## src/rtl/otp_macro_cmd_initiator_if.sv

```systemverilog
// Shared command/error encodings and the macro command/response channel.
// The master modport is the initiator; the slave modport is the macro.
package otp_macro_cmd_initiator_pkg;
  typedef enum logic [2:0] {
    Read     = 3'b000,
    Write    = 3'b001,
    ReadRaw  = 3'b010,
    WriteRaw = 3'b011,
    Init     = 3'b111
  } cmd_e;

  typedef enum logic [2:0] {
    NoError              = 3'h0,
    MacroError           = 3'h1,
    MacroEccCorrError    = 3'h2,
    MacroEccUncorrError  = 3'h3,
    MacroWriteBlankError = 3'h4
  } err_e;
endpackage

interface otp_macro_cmd_initiator_if #(
  parameter int Width     = 16,
  parameter int Depth     = 1024,
  parameter int SizeWidth = 2
);
  import otp_macro_cmd_initiator_pkg::*;
  localparam int AddrWidth = $clog2(Depth);
  localparam int IfWidth   = (2**SizeWidth) * Width;

  logic                 otp_ready_i;
  logic                 otp_valid_o;
  cmd_e                 otp_cmd_o;
  logic [SizeWidth-1:0] otp_size_o;
  logic [AddrWidth-1:0] otp_addr_o;
  logic [IfWidth-1:0]   otp_wdata_o;
  logic                 otp_valid_i;
  logic [IfWidth-1:0]   otp_rdata_i;
  err_e                 otp_err_i;

  modport master (
    input  otp_ready_i,
    output otp_valid_o, otp_cmd_o, otp_size_o, otp_addr_o, otp_wdata_o,
    input  otp_valid_i, otp_rdata_i, otp_err_i
  );

  modport slave (
    output otp_ready_i,
    input  otp_valid_o, otp_cmd_o, otp_size_o, otp_addr_o, otp_wdata_o,
    output otp_valid_i, otp_rdata_i, otp_err_i
  );
endinterface

```

## src/rtl/otp_macro_cmd_initiator.sv

```systemverilog
// Sequences Init then single client requests onto the OTP macro, one outstanding
// command at a time, with a response timeout that traps into a terminal error state.
module otp_macro_cmd_initiator
  import otp_macro_cmd_initiator_pkg::*;
#(
  parameter int  Width         = 16,
  parameter int  Depth         = 1024,
  parameter int  SizeWidth     = 2,
  parameter int  TimeoutCycles = 1024,
  localparam int AddrWidth     = $clog2(Depth),
  localparam int IfWidth       = (2**SizeWidth) * Width
) (
  input  logic                 clk_i,
  input  logic                 rst_i,
  input  logic                 init_req_i,
  output logic                 init_done_o,
  input  logic                 req_valid_i,
  output logic                 req_ready_o,
  input  logic [1:0]           req_op_i,
  input  logic [AddrWidth-1:0] req_addr_i,
  input  logic [SizeWidth-1:0] req_size_i,
  input  logic [IfWidth-1:0]   req_wdata_i,
  output logic                 rsp_valid_o,
  output logic [IfWidth-1:0]   rsp_rdata_o,
  output err_e                 rsp_err_o,
  output logic                 rsp_range_err_o,
  output logic                 fatal_err_o,
  otp_macro_cmd_initiator_if.master otp
);

  localparam int CntWidth = $clog2(TimeoutCycles);

  // Pairwise Hamming distance >= 3 between all legal codes.
  typedef enum logic [5:0] {
    ResetSt    = 6'b000000,
    InitCmdSt  = 6'b000111,
    InitWaitSt = 6'b011001,
    IdleSt     = 6'b101010,
    CmdSt      = 6'b110100,
    WaitSt     = 6'b011110,
    ErrorSt    = 6'b101101
  } state_e;

  state_e               r_state;
  state_e               w_state_nxt;
  cmd_e                 r_cmd;
  cmd_e                 w_cmd;
  logic [SizeWidth-1:0] r_size;
  logic [AddrWidth-1:0] r_addr;
  logic [IfWidth-1:0]   r_wdata;
  logic [CntWidth-1:0]  r_cnt;
  logic                 r_init_done;
  logic                 r_rsp_vld;
  logic [IfWidth-1:0]   r_rsp_rdata;
  err_e                 r_rsp_err;
  logic                 r_rsp_range_err;

  logic                 w_otp_valid;
  logic                 w_idle;
  logic                 w_fatal;
  logic                 w_req_acc;
  logic                 w_range_ok;
  logic [AddrWidth:0]   w_end;
  logic                 w_waiting;
  logic                 w_cnt_expire;
  logic                 w_is_write;

  assign w_end      = {1'b0, req_addr_i} + (AddrWidth+1)'(req_size_i) + (AddrWidth+1)'(1);
  assign w_range_ok = (w_end <= (AddrWidth+1)'(Depth));
  assign w_req_acc  = req_valid_i & req_ready_o;
  assign w_waiting  = (r_state == InitWaitSt) || (r_state == WaitSt);
  // The counter reaches zero on this edge; a response in the same cycle still wins.
  assign w_cnt_expire = (r_cnt == CntWidth'(1)) && !otp.otp_valid_i;
  assign w_is_write   = (r_cmd == Write) || (r_cmd == WriteRaw);

  always_comb begin
    w_cmd = Read;
    case (req_op_i)
      2'b00:   w_cmd = Read;
      2'b01:   w_cmd = Write;
      2'b10:   w_cmd = ReadRaw;
      default: w_cmd = WriteRaw;
    endcase
  end

  always_ff @(posedge clk_i) begin
    if (rst_i) r_state <= ResetSt;
    else       r_state <= w_state_nxt;
  end

  always_comb begin
    w_state_nxt = r_state;
    case (r_state)
      ResetSt:    if (init_req_i) w_state_nxt = InitCmdSt;
      InitCmdSt:  if (otp.otp_ready_i) w_state_nxt = InitWaitSt;
      InitWaitSt: begin
        if (otp.otp_valid_i)   w_state_nxt = IdleSt;
        else if (w_cnt_expire) w_state_nxt = ErrorSt;
      end
      IdleSt:     if (w_req_acc && w_range_ok) w_state_nxt = CmdSt;
      CmdSt:      if (otp.otp_ready_i) w_state_nxt = WaitSt;
      WaitSt: begin
        if (otp.otp_valid_i)   w_state_nxt = IdleSt;
        else if (w_cnt_expire) w_state_nxt = ErrorSt;
      end
      ErrorSt:    w_state_nxt = ErrorSt;
      default:    w_state_nxt = ErrorSt;
    endcase
  end

  always_comb begin
    w_otp_valid = 1'b0;
    w_idle      = 1'b0;
    w_fatal     = 1'b0;
    case (r_state)
      ResetSt, InitWaitSt, WaitSt: ;
      InitCmdSt, CmdSt: w_otp_valid = 1'b1;
      IdleSt:           w_idle      = 1'b1;
      default:          w_fatal     = 1'b1;
    endcase
  end

  always_ff @(posedge clk_i) begin
    if (rst_i) begin
      r_cmd           <= Init;
      r_size          <= '0;
      r_addr          <= '0;
      r_wdata         <= '0;
      r_cnt           <= '0;
      r_init_done     <= 1'b0;
      r_rsp_vld       <= 1'b0;
      r_rsp_rdata     <= '0;
      r_rsp_err       <= NoError;
      r_rsp_range_err <= 1'b0;
    end else begin
      r_rsp_vld <= 1'b0;
      if (w_req_acc) begin
        r_cmd   <= w_cmd;
        r_size  <= req_size_i;
        r_addr  <= req_addr_i;
        r_wdata <= req_wdata_i;
        if (!w_range_ok) begin
          r_rsp_vld       <= 1'b1;
          r_rsp_range_err <= 1'b1;
          r_rsp_err       <= NoError;
          r_rsp_rdata     <= '0;
        end
      end
      if (((r_state == InitCmdSt) || (r_state == CmdSt)) && otp.otp_ready_i) begin
        r_cnt <= CntWidth'(TimeoutCycles - 1);
      end else if (w_waiting && !otp.otp_valid_i && (r_cnt != '0)) begin
        r_cnt <= r_cnt - CntWidth'(1);
      end
      if ((r_state == InitWaitSt) && otp.otp_valid_i) r_init_done <= 1'b1;
      if ((r_state == WaitSt) && otp.otp_valid_i) begin
        r_rsp_vld       <= 1'b1;
        r_rsp_range_err <= 1'b0;
        r_rsp_err       <= otp.otp_err_i;
        r_rsp_rdata     <= w_is_write ? '0 : otp.otp_rdata_i;
      end
    end
  end

  // Holding off the client while a response is presented keeps rsp/req exclusive.
  assign req_ready_o     = w_idle & ~r_rsp_vld;
  assign init_done_o     = r_init_done;
  assign rsp_valid_o     = r_rsp_vld;
  assign rsp_rdata_o     = r_rsp_rdata;
  assign rsp_err_o       = r_rsp_err;
  assign rsp_range_err_o = r_rsp_range_err;
  assign fatal_err_o     = w_fatal;

  assign otp.otp_valid_o = w_otp_valid;
  assign otp.otp_cmd_o   = r_cmd;
  assign otp.otp_size_o  = r_size;
  assign otp.otp_addr_o  = r_addr;
  assign otp.otp_wdata_o = r_wdata;

endmodule
```

## src/flat_wrapper.sv

```systemverilog
// flat-port wrapper written by rule: the top's interface ports become plain ports
module otp_macro_cmd_initiator_flat import otp_macro_cmd_initiator_pkg::*;
#(
  parameter int  Width         = 16,
  parameter int  Depth         = 1024,
  parameter int  SizeWidth     = 2,
  parameter int  TimeoutCycles = 1024,
  localparam int AddrWidth     = $clog2(Depth),
  localparam int IfWidth       = (2**SizeWidth) * Width
)
  (clk_i, rst_i, init_req_i, init_done_o, req_valid_i, req_ready_o, req_op_i, req_addr_i, req_size_i, req_wdata_i, rsp_valid_o, rsp_rdata_o, rsp_err_o, rsp_range_err_o, fatal_err_o, otp_otp_ready_i, otp_otp_valid_o, otp_otp_cmd_o, otp_otp_size_o, otp_otp_addr_o, otp_otp_wdata_o, otp_otp_valid_i, otp_otp_rdata_i, otp_otp_err_i);
  otp_macro_cmd_initiator_if #(.Width(Width), .Depth(Depth), .SizeWidth(SizeWidth)) otp_i ();
  input  logic clk_i;
  input  logic rst_i;
  input  logic init_req_i;
  output logic init_done_o;
  input  logic req_valid_i;
  output logic req_ready_o;
  input  logic [1:0] req_op_i;
  input  logic [AddrWidth-1:0] req_addr_i;
  input  logic [SizeWidth-1:0] req_size_i;
  input  logic [IfWidth-1:0] req_wdata_i;
  output logic rsp_valid_o;
  output logic [IfWidth-1:0] rsp_rdata_o;
  output err_e rsp_err_o;
  output logic rsp_range_err_o;
  output logic fatal_err_o;
  input wire logic [$bits(otp_i.otp_ready_i)-1:0] otp_otp_ready_i;
  output wire logic [$bits(otp_i.otp_valid_o)-1:0] otp_otp_valid_o;
  output wire logic [$bits(otp_i.otp_cmd_o)-1:0] otp_otp_cmd_o;
  output wire logic [$bits(otp_i.otp_size_o)-1:0] otp_otp_size_o;
  output wire logic [$bits(otp_i.otp_addr_o)-1:0] otp_otp_addr_o;
  output wire logic [$bits(otp_i.otp_wdata_o)-1:0] otp_otp_wdata_o;
  input wire logic [$bits(otp_i.otp_valid_i)-1:0] otp_otp_valid_i;
  input wire logic [$bits(otp_i.otp_rdata_i)-1:0] otp_otp_rdata_i;
  input wire logic [$bits(otp_i.otp_err_i)-1:0] otp_otp_err_i;
  assign otp_i.otp_ready_i = otp_otp_ready_i;
  assign otp_otp_valid_o = otp_i.otp_valid_o;
  assign otp_otp_cmd_o = otp_i.otp_cmd_o;
  assign otp_otp_size_o = otp_i.otp_size_o;
  assign otp_otp_addr_o = otp_i.otp_addr_o;
  assign otp_otp_wdata_o = otp_i.otp_wdata_o;
  assign otp_i.otp_valid_i = otp_otp_valid_i;
  assign otp_i.otp_rdata_i = otp_otp_rdata_i;
  assign otp_i.otp_err_i = otp_otp_err_i;
  otp_macro_cmd_initiator #(.Width(Width), .Depth(Depth), .SizeWidth(SizeWidth), .TimeoutCycles(TimeoutCycles)) u_core (.clk_i(clk_i), .rst_i(rst_i), .init_req_i(init_req_i), .init_done_o(init_done_o), .req_valid_i(req_valid_i), .req_ready_o(req_ready_o), .req_op_i(req_op_i), .req_addr_i(req_addr_i), .req_size_i(req_size_i), .req_wdata_i(req_wdata_i), .rsp_valid_o(rsp_valid_o), .rsp_rdata_o(rsp_rdata_o), .rsp_err_o(rsp_err_o), .rsp_range_err_o(rsp_range_err_o), .fatal_err_o(fatal_err_o), .otp(otp_i));
endmodule
```

## config.mk

```make
export PLATFORM = sky130hd
export DESIGN_NAME = otp_macro_cmd_initiator_flat
export DESIGN_NICKNAME = d
export VERILOG_FILES = /design/src/rtl/otp_macro_cmd_initiator_if.sv /design/src/rtl/otp_macro_cmd_initiator.sv /design/src/flat_wrapper.sv
export SDC_FILE = /design/constraint.sdc
export NUM_CORES = 1
export LEC_CHECK = 0
export ABC_AREA = 1
export CORE_MARGIN = 8
export CORE_UTILIZATION = 44
export CTS_BUF_LIST = sky130_fd_sc_hd__clkbuf_16
export CTS_CLUSTER_SIZE = 24
export DETAILED_ROUTE_END_ITERATION = 7
export GPL_TIMING_DRIVEN = 0
export HOLD_SLACK_MARGIN = 0.12
export PLACE_DENSITY = 0.85
export REMOVE_ABC_BUFFERS = 1
export SETUP_SLACK_MARGIN = 0.15
export SYNTH_ARGS = -nofsm -noshare
export SYNTH_HDL_FRONTEND = slang
export SYNTH_SLANG_ARGS = --single-unit
```

## constraint.sdc

```tcl
create_clock -name clk_i -period 2.7 [get_ports clk_i]
set_clock_uncertainty 0.05 [all_clocks]
set_input_delay 0.54 -clock clk_i [delete_from_list [all_inputs] [get_ports clk_i]]
set_output_delay 0.54 -clock clk_i [all_outputs]
set_load 0.03 [all_outputs]
```

==> results of run 1 <==
## critical path, cell delays in order, from the launching register on
cell and delay, ns:
dfxtp_1 0.39, inv_1 0.09, nor2_1 0.12, nand3_1 0.15, nand2_1 0.18, dlygate4sd2_1 0.43
## power groups by stage
stage               clock (mW)  sequential [mW]  combinational, mW
global placement             0             2.51              0.344
CTS                       2.34             2.46              0.352
finish                    2.29             2.46              0.350
floorplan                    0             2.51             0.0608
detailed placement           0             2.51              0.350
global route              2.44             2.46              0.377
## registers in the layout, summed over array words and instances, names as in the netlist
name	cells
u_core.init_done_o	1
u_core.otp.otp_addr_o	10
u_core.otp.otp_cmd_o	3
u_core.otp.otp_size_o	2
u_core.otp.otp_wdata_o	64
u_core.r_cnt	10
u_core.r_state	6
u_core.rsp_err_o	3
u_core.rsp_range_err_o	1
u_core.rsp_rdata_o	64
u_core.rsp_valid_o	1
## repair_timing
item,4_1_cts,5_1_grt
gates resized for setup,9,5
pin swaps,0,1
hold buffers,0,0
buffers inserted,0,2
setup endpoints to repair,85,42
## Yosys cell counts (6+ instances only)
library cell,count,area share
clkbuf_1,26,0.015
nand3_1,29,0.023
a21oi_2,24,0.033
inv_1,27,0.016
nand2_1,353,0.21
buf_2,14,0.011
a21oi_1,131,0.10
buf_6,6,0.011
dfxtp_1,165,0.52
nor2_1,45,0.026
## cells by family (layout without fill, tap and decap cells)
kind of cell	count (synthesis)	in the layout
DFF	165	165
xor gates and xnor gates	2	2
AOI/OAI and AO/OA	163	163
and+or+nand+nor	440	440
buffers and inverters	81	372
adders and majority gates	4	4
## how the worst max path moves through the flow
stage | from | endpoint | cells after the start
detailed placement | req_valid_i | u_core.rsp_rdata_o[37]$_SDFFE_PP0P_ | 8
global route | u_core.r_state[1]$_SDFFE_PP0P_ | otp_otp_valid_o | 5
finish | u_core.r_state[2]$_SDFFE_PP0P_ | otp_otp_valid_o | 5
floorplan | u_core.rsp_valid_o$_SDFF_PP0_ | u_core.rsp_rdata_o[0]$_SDFFE_PP0P_ | 6
global placement | rst_i | u_core.otp.otp_addr_o[0]$_SDFFE_PP0P_ | 4
CTS | u_core.r_cnt[0]$_SDFFE_PP0P_ | u_core.r_cnt[3]$_SDFFE_PP0P_ | 9
## through the flow
stage	worst slack (ns)	setup TNS, ns	std cells	hold slack [ns]	util
after detailed placement	-0.7946	-44.68	1296	0.4024	0.6643
final	0.3154	0	1330	0.4102	0.7049
after global routing	0.1765	0	1330	0.4258	0.7049
after global placement	-4.754	-561.30	1289	0.3969	0.6526
after CTS	0.1534	0	1328	0.4116	0.7033
after floorplan	-1.277	-95.66	803	0.4209	-
## per-layer routing
metal  track usage  wire, um
met1        0.2359      8059
met2        0.3819     10680
met3        0.1182      2613
met4       0.08359       605
met5             0         0
## final cells by class
class                   instances  area share
inverters                      29     0.01198
flip-flops and latches        165      0.3261
clock buffers                  17     0.04200
clock inverters                15     0.01272
repair buffers                311      0.3143
well taps                     184     0.02273
multi-input cells             609      0.2702
==> results.yml, run 1 <==
status:
  status: "finished, final reports clean"
floorplan:
  die_w_um: 136.5
  start_util: 0.4450
  rows: 44
  die_h_um: 136.5
  ios: 303
  core_mm2: 0.01437
  die_area_mm2: 0.01864
routing:
  detail_route.wirelength_mm: 21.96
  avgRoutedWirePerCell_um: 16.51
  routed_via_density: 4.915
  drt.antenna.violating_nets: 0
  route.detailed.drc: 0
  drt_iter0_drc: 371
  via_count: 6537
  drt_first_pass_iters: 5
worst_setup_path:
  critPathRequiredTime_ns: 2.11
  r2r_slack_ns: 0.46
  arrival_ns: 1.79
  r2r-end: "u_core.rsp_rdata_o[37]$_SDFFE_PP0P_"
  r2r_start: "u_core.r_state[1]$_SDFFE_PP0P_"
  critPathCaptureType: "output pin"
  r2r_cells: 9
  startpoint_type: "flip-flop"
  cp_max_fo: 5
  crit_type: "flip-flop to output pin"
cells_and_area:
  drive_above_1_share: 0.06719
  nFillCells: 1090
  fin_area_mm2: 0.01013
  regArea_mm2: 0.003303
  num_antenna_cells: 0
  final_common_cell: "nand2_1"
  nets: 1288
  multi_input_area_mm2: 0.002736
  areaGrowthSynthToFinish_pct: 58.42
  final_cell_mix: "nand2_1 (353), clkdlybuf4s50_1 (298), dfxtp_1 (165), a21oi_1 (131), nor2_1 (45)"
hold_path:
  worstHoldEndpoint: "u_core.rsp_rdata_o[19]$_SDFFE_PP0P_"
  hold_start: "u_core.rsp_rdata_o[19]$_SDFFE_PP0P_"
  min_path_type: "flip-flop to flip-flop"
  hold_depth: 2
timing:
  hold_violations: 0
  worst_pin_slew_ns: 0.7282
  rsz0062_at_grt: "no"
  min_period_over_period: 0.8832
  period_needed_ns: 2.385
  fmax_ghz: 0.4194
  max_slew_margin: 0.5130
  setup_violations: 0
  slew_viol_final: 0
clock_tree:
  clk_pin_slew_ns: 0.06
  clk_path_buf_depth: 2
  cts_tree: "built"
  clock-sinks: 165
  cts_buffers: 17
  clock_latency_ns: 0.42
  cts_max_level: 4
  cts-root-buf: "clkbuf_16"
grt:
  grt_max_degree: 85
  grt_pass1_vias: 6371
  grt_util_all_layers: 0.2266
  antenna_found_initial: 0
  grt_pass1_wl_mm: 32.83
  grt_overflow: 0
synthesis:
  synth_cells: 855
  synth-edff-count: 0
  ys.flop_type: "dfxtp_1"
  synth.avg_cell_area_um2: 7.478
  ys_ff_latch: 165
  synth_fa_ha_area_frac: 0.007828
  synth_top_family_by_area: "simple AND/OR/NAND/NOR gates"
  synth_area_mm2: 0.006394
  synth_async_sr_flop_share: 0
  ys_warn_count: 0
  ys_seq_area_frac: 0.5166
  synth-compound-area-share: 0.1448
  ys_types: 26
  synthSimpleGateAreaFrac: 0.2689
  synth-xor-area-share: 0.002740
  synthMuxAreaShare: 0
pwr:
  ir_drop_mv: 0.4064
  swShare: 0.2274
  power_mw: 5.098
  clockPowerShare: 0.450
  p_leak_nw: 3.656
  combPwrFrac: 0.069
  p_int_mw: 3.939
  switchingPower_mw: 1.159
  power_density_mw_per_mm2: 503.4
  seq_power_share: 0.482
place:
  port_buffers: 302
  post_dp_cell_area_mm2: 0.009545
  gp_congestion: 0.8375
  hpwlAfterDp_mm: 16.16
run:
  cap_violations: 0
(Power assumes the default switching activity.)
==> inputs of run 2 (changes only) <==
==> constraint.sdc (replaced) <==
create_clock -name clk_i -period 2.7 [get_ports clk_i]
set_clock_uncertainty 0.05 [all_clocks]
set_input_delay 0.27 -clock clk_i [delete_from_list [all_inputs] [get_ports clk_i]]
set_output_delay 0.27 -clock clk_i [all_outputs]
set_load 0.03 [all_outputs]
==> run 2 against run 1 <==
Clock-buffer cell count is the same. Non-clock buffer count is the same. Largest cell class unchanged. Combinational power is essentially flat. Sequential power is essentially flat. Largest power group unchanged. Final area is essentially flat. Flip-flop and latch count is the same. Utilization is essentially flat.
==> results.yml, run 2 (synthesis gave the netlist of run 1 again) <==
run:
  cap_violations: 0
routing:
  drt_first_pass_iters: 5
  avgRoutedWirePerCell_um: 16.49
  detail_route.wirelength_mm: 21.93
  route.detailed.drc: 0
  drt_iter0_drc: 395
  routed_via_density: 4.923
  via_count: 6547
  drt.antenna.violating_nets: 0
grt:
  grt_overflow: 0
  grt_util_all_layers: 0.2266
  grt_pass1_vias: 6371
  antenna_found_initial: 0
  grt_max_degree: 85
  grt_pass1_wl_mm: 32.83
worst_setup_path:
  path_cells: "inv_1 > nor2_1 > nand3_1 > nand2_1 > clkdlybuf4s50_1"
  critPathCaptureType: "output pin"
  path_delay_family: "buffers and inverters"
  r2r_slack_ns: 0.48
  cp_max_fo: 5
  r2r_cells: 9
  slowest_stage: "clkdlybuf4s50_1"
  arrival_ns: 2.07
  r2r_start: "u_core.r_cnt[0]$_SDFFE_PP0P_"
  path_buf_inv: 2
  r2r-end: "u_core.r_cnt[6]$_SDFFE_PP0P_"
  startpoint_type: "flip-flop"
  crit_type: "flip-flop to output pin"
  critPathRequiredTime_ns: 2.38
  startpoint: "u_core.r_state[2]$_SDFFE_PP0P_"
  critPathMaxStageDelay_ns: 0.71
timing:
  hold_violations: 0
  setup_violations: 0
  min_period_over_period: 0.8864
  worst_pin_slew_ns: 0.7224
  hold-worst-slack_ns: 0.2487
  period_needed_ns: 2.393
  rsz0062_at_grt: "no"
  fmax_ghz: 0.4179
  max_slew_margin: 0.5169
  slew_viol_final: 0
  setup_slack_ns: 0.3068
place:
  gp_congestion: 0.8375
  port_buffers: 302
  hpwlAfterDp_mm: 16.16
  pre_cts_ws_ns: -0.5719
clock_tree:
  clock-sinks: 165
  clk_pin_slew_ns: 0.07
  clk_path_buf_depth: 2
  cts-root-buf: "clkbuf_16"
  cts_tree: "built"
  clock_latency_ns: 0.42
  cts_buffers: 17
  cts_max_level: 4
pwr:
  p_leak_nw: 3.645
  power_density_mw_per_mm2: 503.1
  p_int_mw: 3.939
  swShare: 0.2270
  combPwrFrac: 0.069
  ir_drop_mv: 0.4065
  seq_power_share: 0.482
  clockPowerShare: 0.449
  switchingPower_mw: 1.157
floorplan:
  die_w_um: 136.5
  die_area_mm2: 0.01864
  start_util: 0.4450
  ios: 303
  core_mm2: 0.01437
  rows: 44
  die_h_um: 136.5
cells_and_area:
  final_cell_mix: "nand2_1 (353), clkdlybuf4s50_1 (300), dfxtp_1 (165), a21oi_1 (131), nor2_1 (45)"
  nFillCells: 1089
  final_common_cell: "nand2_1"
  nets: 1288
  areaGrowthSynthToFinish_pct: 58.43
  num_antenna_cells: 0
  drive_above_1_share: 0.06545
hold_path:
  worstHoldEndpoint: "u_core.rsp_rdata_o[25]$_SDFFE_PP0P_"
  hold_start: "rst_i"
  hold_depth: 2
  min_path_type: "input port to flip-flop"
status:
  status: "finished, final reports clean"
-- run 2: through the flow --
stage	cells	TNS, ns	cell area [um2]	total power, mW	util
floorplan	803	-95.66	6125	2.573	-
global placement	1289	-516.75	9378	2.854	0.6526
detailed placement	1296	-27.53	9545	2.860	0.6643
CTS	1328	0	10110	5.143	0.7033
global route	1330	0	10130	5.276	0.7050
finish	1330	0	10130	5.096	0.7050
-- run 2: routing by layer --
metal	up-vias	global-route usage	routed length (um)
met5	-	0	0
met4	0	0.08359	578
met3	36	0.1182	2555
met2	264	0.3819	10770
met1	2973	0.2359	8027
li1	3274	-	-
-- run 2: cell type report --
type | instances | area [um2] | share of cell area
Sequential cell | 165 | 3303 | 0.3261
Timing Repair Buffer | 311 | 3189 | 0.3148
Multi-Input combinational cell | 609 | 2731 | 0.2696
Clock buffer | 17 | 425.4 | 0.04200
Tap cell | 184 | 230.2 | 0.02273
Clock inverter | 15 | 128.9 | 0.01272
Inverter | 29 | 121.4 | 0.01198
-- run 2: power by group through the flow --
stage,logic [mW],registers (mW),clock network [mW]
finish,0.350,2.46,2.29
global route,0.377,2.46,2.44
CTS,0.351,2.46,2.34
detailed placement,0.350,2.51,0
global placement,0.344,2.51,0
floorplan,0.0608,2.51,0
-- run 2: worst register-to-register path: stages, from the launching register on --
cell	delay, ns
dfxtp_1	0.35
inv_1	0.15
ha_1	0.19
inv_1	0.06
nor2_1	0.25
nand3_1	0.17
o21ai_2	0.43
nand2_2	0.26
nand2_1	0.11
a21oi_1	0.06
-- run 2: what timing repair did --
item	in CTS	in global routing
pin swaps	0	1
hold buffers	0	0
hold endpoints to repair	0	0
gates resized for setup	4	2
setup buffers	0	2
setup endpoints to repair	83	41
-- run 2: worst max-delay path by stage --
stage / end / depth (start not counted)
global placement: u_core.otp.otp_addr_o[0]$_SDFFE_PP0P_ / 4
detailed placement: u_core.rsp_rdata_o[37]$_SDFFE_PP0P_ / 9
floorplan: u_core.rsp_rdata_o[0]$_SDFFE_PP0P_ / 6
global route: otp_otp_valid_o / 5
CTS: u_core.r_cnt[3]$_SDFFE_PP0P_ / 9
finish: otp_otp_valid_o / 5
==> inputs of run 3 (changes only) <==
--- a/config.mk
+++ b/config.mk
@@ -14,6 +14,7 @@
 export GPL_TIMING_DRIVEN = 0
 export HOLD_SLACK_MARGIN = 0.12
 export PLACE_DENSITY = 0.85
+export RECOVER_POWER = 25
 export REMOVE_ABC_BUFFERS = 1
 export SETUP_SLACK_MARGIN = 0.15
 export SYNTH_ARGS = -nofsm -noshare
==> run 3 against run 2 <==
Final area unchanged. Setup slack better by 0.0034 ns. Sequential share of layout area unchanged. Clock-buffer cell count did not move. Global-route usage did not move. First-iteration DRC count fell by 0.51%. Hold slack better by 0.0046 ns. Largest power group unchanged.
==> results.yml, run 3 (synthesis gave the netlist of run 1 again) <==
clock_tree:
  cts_tree: "built"
  clk_pin_slew_ns: 0.07
  cts-root-buf: "clkbuf_16"
  clk_path_buf_depth: 2
  clock-sinks: 165
  clock_latency_ns: 0.42
  cts_max_level: 4
  cts_buffers: 17
pwr:
  power_mw: 5.097
  ir_drop_mv: 0.4067
  power_density_mw_per_mm2: 503.2
  p_leak_nw: 3.925
timing:
  fmax_ghz: 0.4184
  rsz0062_at_grt: "no"
  period_needed_ns: 2.390
  setup_violations: 0
  tns_ns: 0
  hold-worst-slack_ns: 0.2534
  min_period_over_period: 0.8851
  max_slew_margin: 0.5075
  worst_pin_slew_ns: 0.7364
  slew_viol_final: 0
  hold_violations: 0
hold_path:
  min_path_type: "input port to flip-flop"
  hold_depth: 2
  worstHoldEndpoint: "u_core.rsp_rdata_o[25]$_SDFFE_PP0P_"
  hold_start: "rst_i"
place:
  port_buffers: 302
  gp_congestion: 0.8375
  post_dp_cell_area_mm2: 0.009545
  hpwlAfterDp_mm: 16.16
routing:
  avgRoutedWirePerCell_um: 16.50
  drt_first_pass_iters: 4
  drt_iter0_drc: 393
  detail_route.wirelength_mm: 21.94
  drt.antenna.violating_nets: 0
  routed_via_density: 4.909
  route.detailed.drc: 0
  via_count: 6529
floorplan:
  die_h_um: 136.5
  die_w_um: 136.5
  die_area_mm2: 0.01864
  core_mm2: 0.01437
  ios: 303
  rows: 44
  start_util: 0.4450
grt:
  grt_pass1_wl_mm: 32.83
  grt_max_degree: 85
  grt_pass1_vias: 6371
  antenna_found_initial: 0
  grt_overflow: 0
  grt_util_all_layers: 0.2266
worst_setup_path:
  crit_type: "flip-flop to output pin"
  arrival_ns: 2.07
  critPathRequiredTime_ns: 2.38
  cp_max_fo: 5
  r2r_start: "u_core.r_state[4]$_SDFFE_PP0P_"
  r2r-end: "u_core.rsp_rdata_o[1]$_SDFFE_PP0P_"
  startpoint_type: "flip-flop"
  r2r_slack_ns: 0.46
  critPathCaptureType: "output pin"
  r2r_cells: 8
cells_and_area:
  drive_above_1_share: 0.06457
  fin_area_mm2: 0.01013
  areaGrowthSynthToFinish_pct: 58.43
  final_cell_mix: "nand2_1 (353), clkdlybuf4s50_1 (222), dfxtp_1 (165), a21oi_1 (131), dlygate4sd3_1 (78)"
  final_common_cell: "nand2_1"
  num_antenna_cells: 0
  nets: 1288
status:
  status: "finished, final reports clean"
run:
  cap_violations: 0
[run 3: per-layer routing]
metal	up-vias	part of all wire	GRT usage
met2	257	0.49	0.3819
met1	2957	0.37	0.2359
li1	3279	-	-
met4	0	0.027	0.08359
met5	-	0	0
met3	36	0.12	0.1182
[run 3: repair_timing]
action,CTS,global route
resized for setup,4,2
hold buffers,0,0
buffers inserted,0,2
pin swaps,0,1
endpoints found under the setup margin,83,41
[run 3: report_power, final]
group	leakage (nW)	total (mW)	switching, mW	internal (mW)
Combinational	2.33	0.350	0.128	0.222
Sequential	1.33	2.46	0.0116	2.44
Clock	0.270	2.29	1.02	1.27
Total	3.92	5.10	1.16	3.94
[run 3: worst max-delay path, stage by stage, from the launching register on]
cell and delay [ns]:
dfxtp_1 0.39, inv_1 0.09, nor2_1 0.12, nand3_1 0.15, nand2_1 0.18, clkdlybuf4s50_1 0.71
[run 3: stage by stage]
| step | std cells | worst slack [ns] | util |
|---|---|---|---|
| global placement | 1289 | -4.484 | 0.6526 |
| floorplan | 803 | -1.277 | - |
| finish | 1330 | 0.3102 | 0.7050 |
| global route | 1330 | 0.1655 | 0.7050 |
| detailed placement | 1296 | -0.5719 | 0.6643 |
| CTS | 1328 | 0.1534 | 0.7033 |
[run 3: final cells by class]
| type | count | area (um2) |
|---|---|---|
| Clock inverter | 15 | 128.9 |
| Fill cell | 1089 | 4239 |
| Tap cell | 184 | 230.2 |
| Timing Repair Buffer | 311 | 3189 |
| Sequential cell | 165 | 3303 |
| Inverter | 29 | 121.4 |
| Multi-Input combinational cell | 609 | 2731 |
| Clock buffer | 17 | 425.4 |
[run 3: worst max path at each step]
stage,to,slack (ns),from
floorplan,u_core.rsp_rdata_o[0]$_SDFFE_PP0P_,-1.28,u_core.rsp_valid_o$_SDFF_PP0_
global placement,u_core.otp.otp_addr_o[0]$_SDFFE_PP0P_,-4.48,rst_i
detailed placement,u_core.rsp_rdata_o[37]$_SDFFE_PP0P_,-0.57,u_core.r_state[1]$_SDFFE_PP0P_
CTS,u_core.r_cnt[3]$_SDFFE_PP0P_,0.15,u_core.r_cnt[0]$_SDFFE_PP0P_
global route,otp_otp_valid_o,0.17,u_core.r_state[1]$_SDFFE_PP0P_
finish,otp_otp_valid_o,0.31,u_core.r_state[2]$_SDFFE_PP0P_
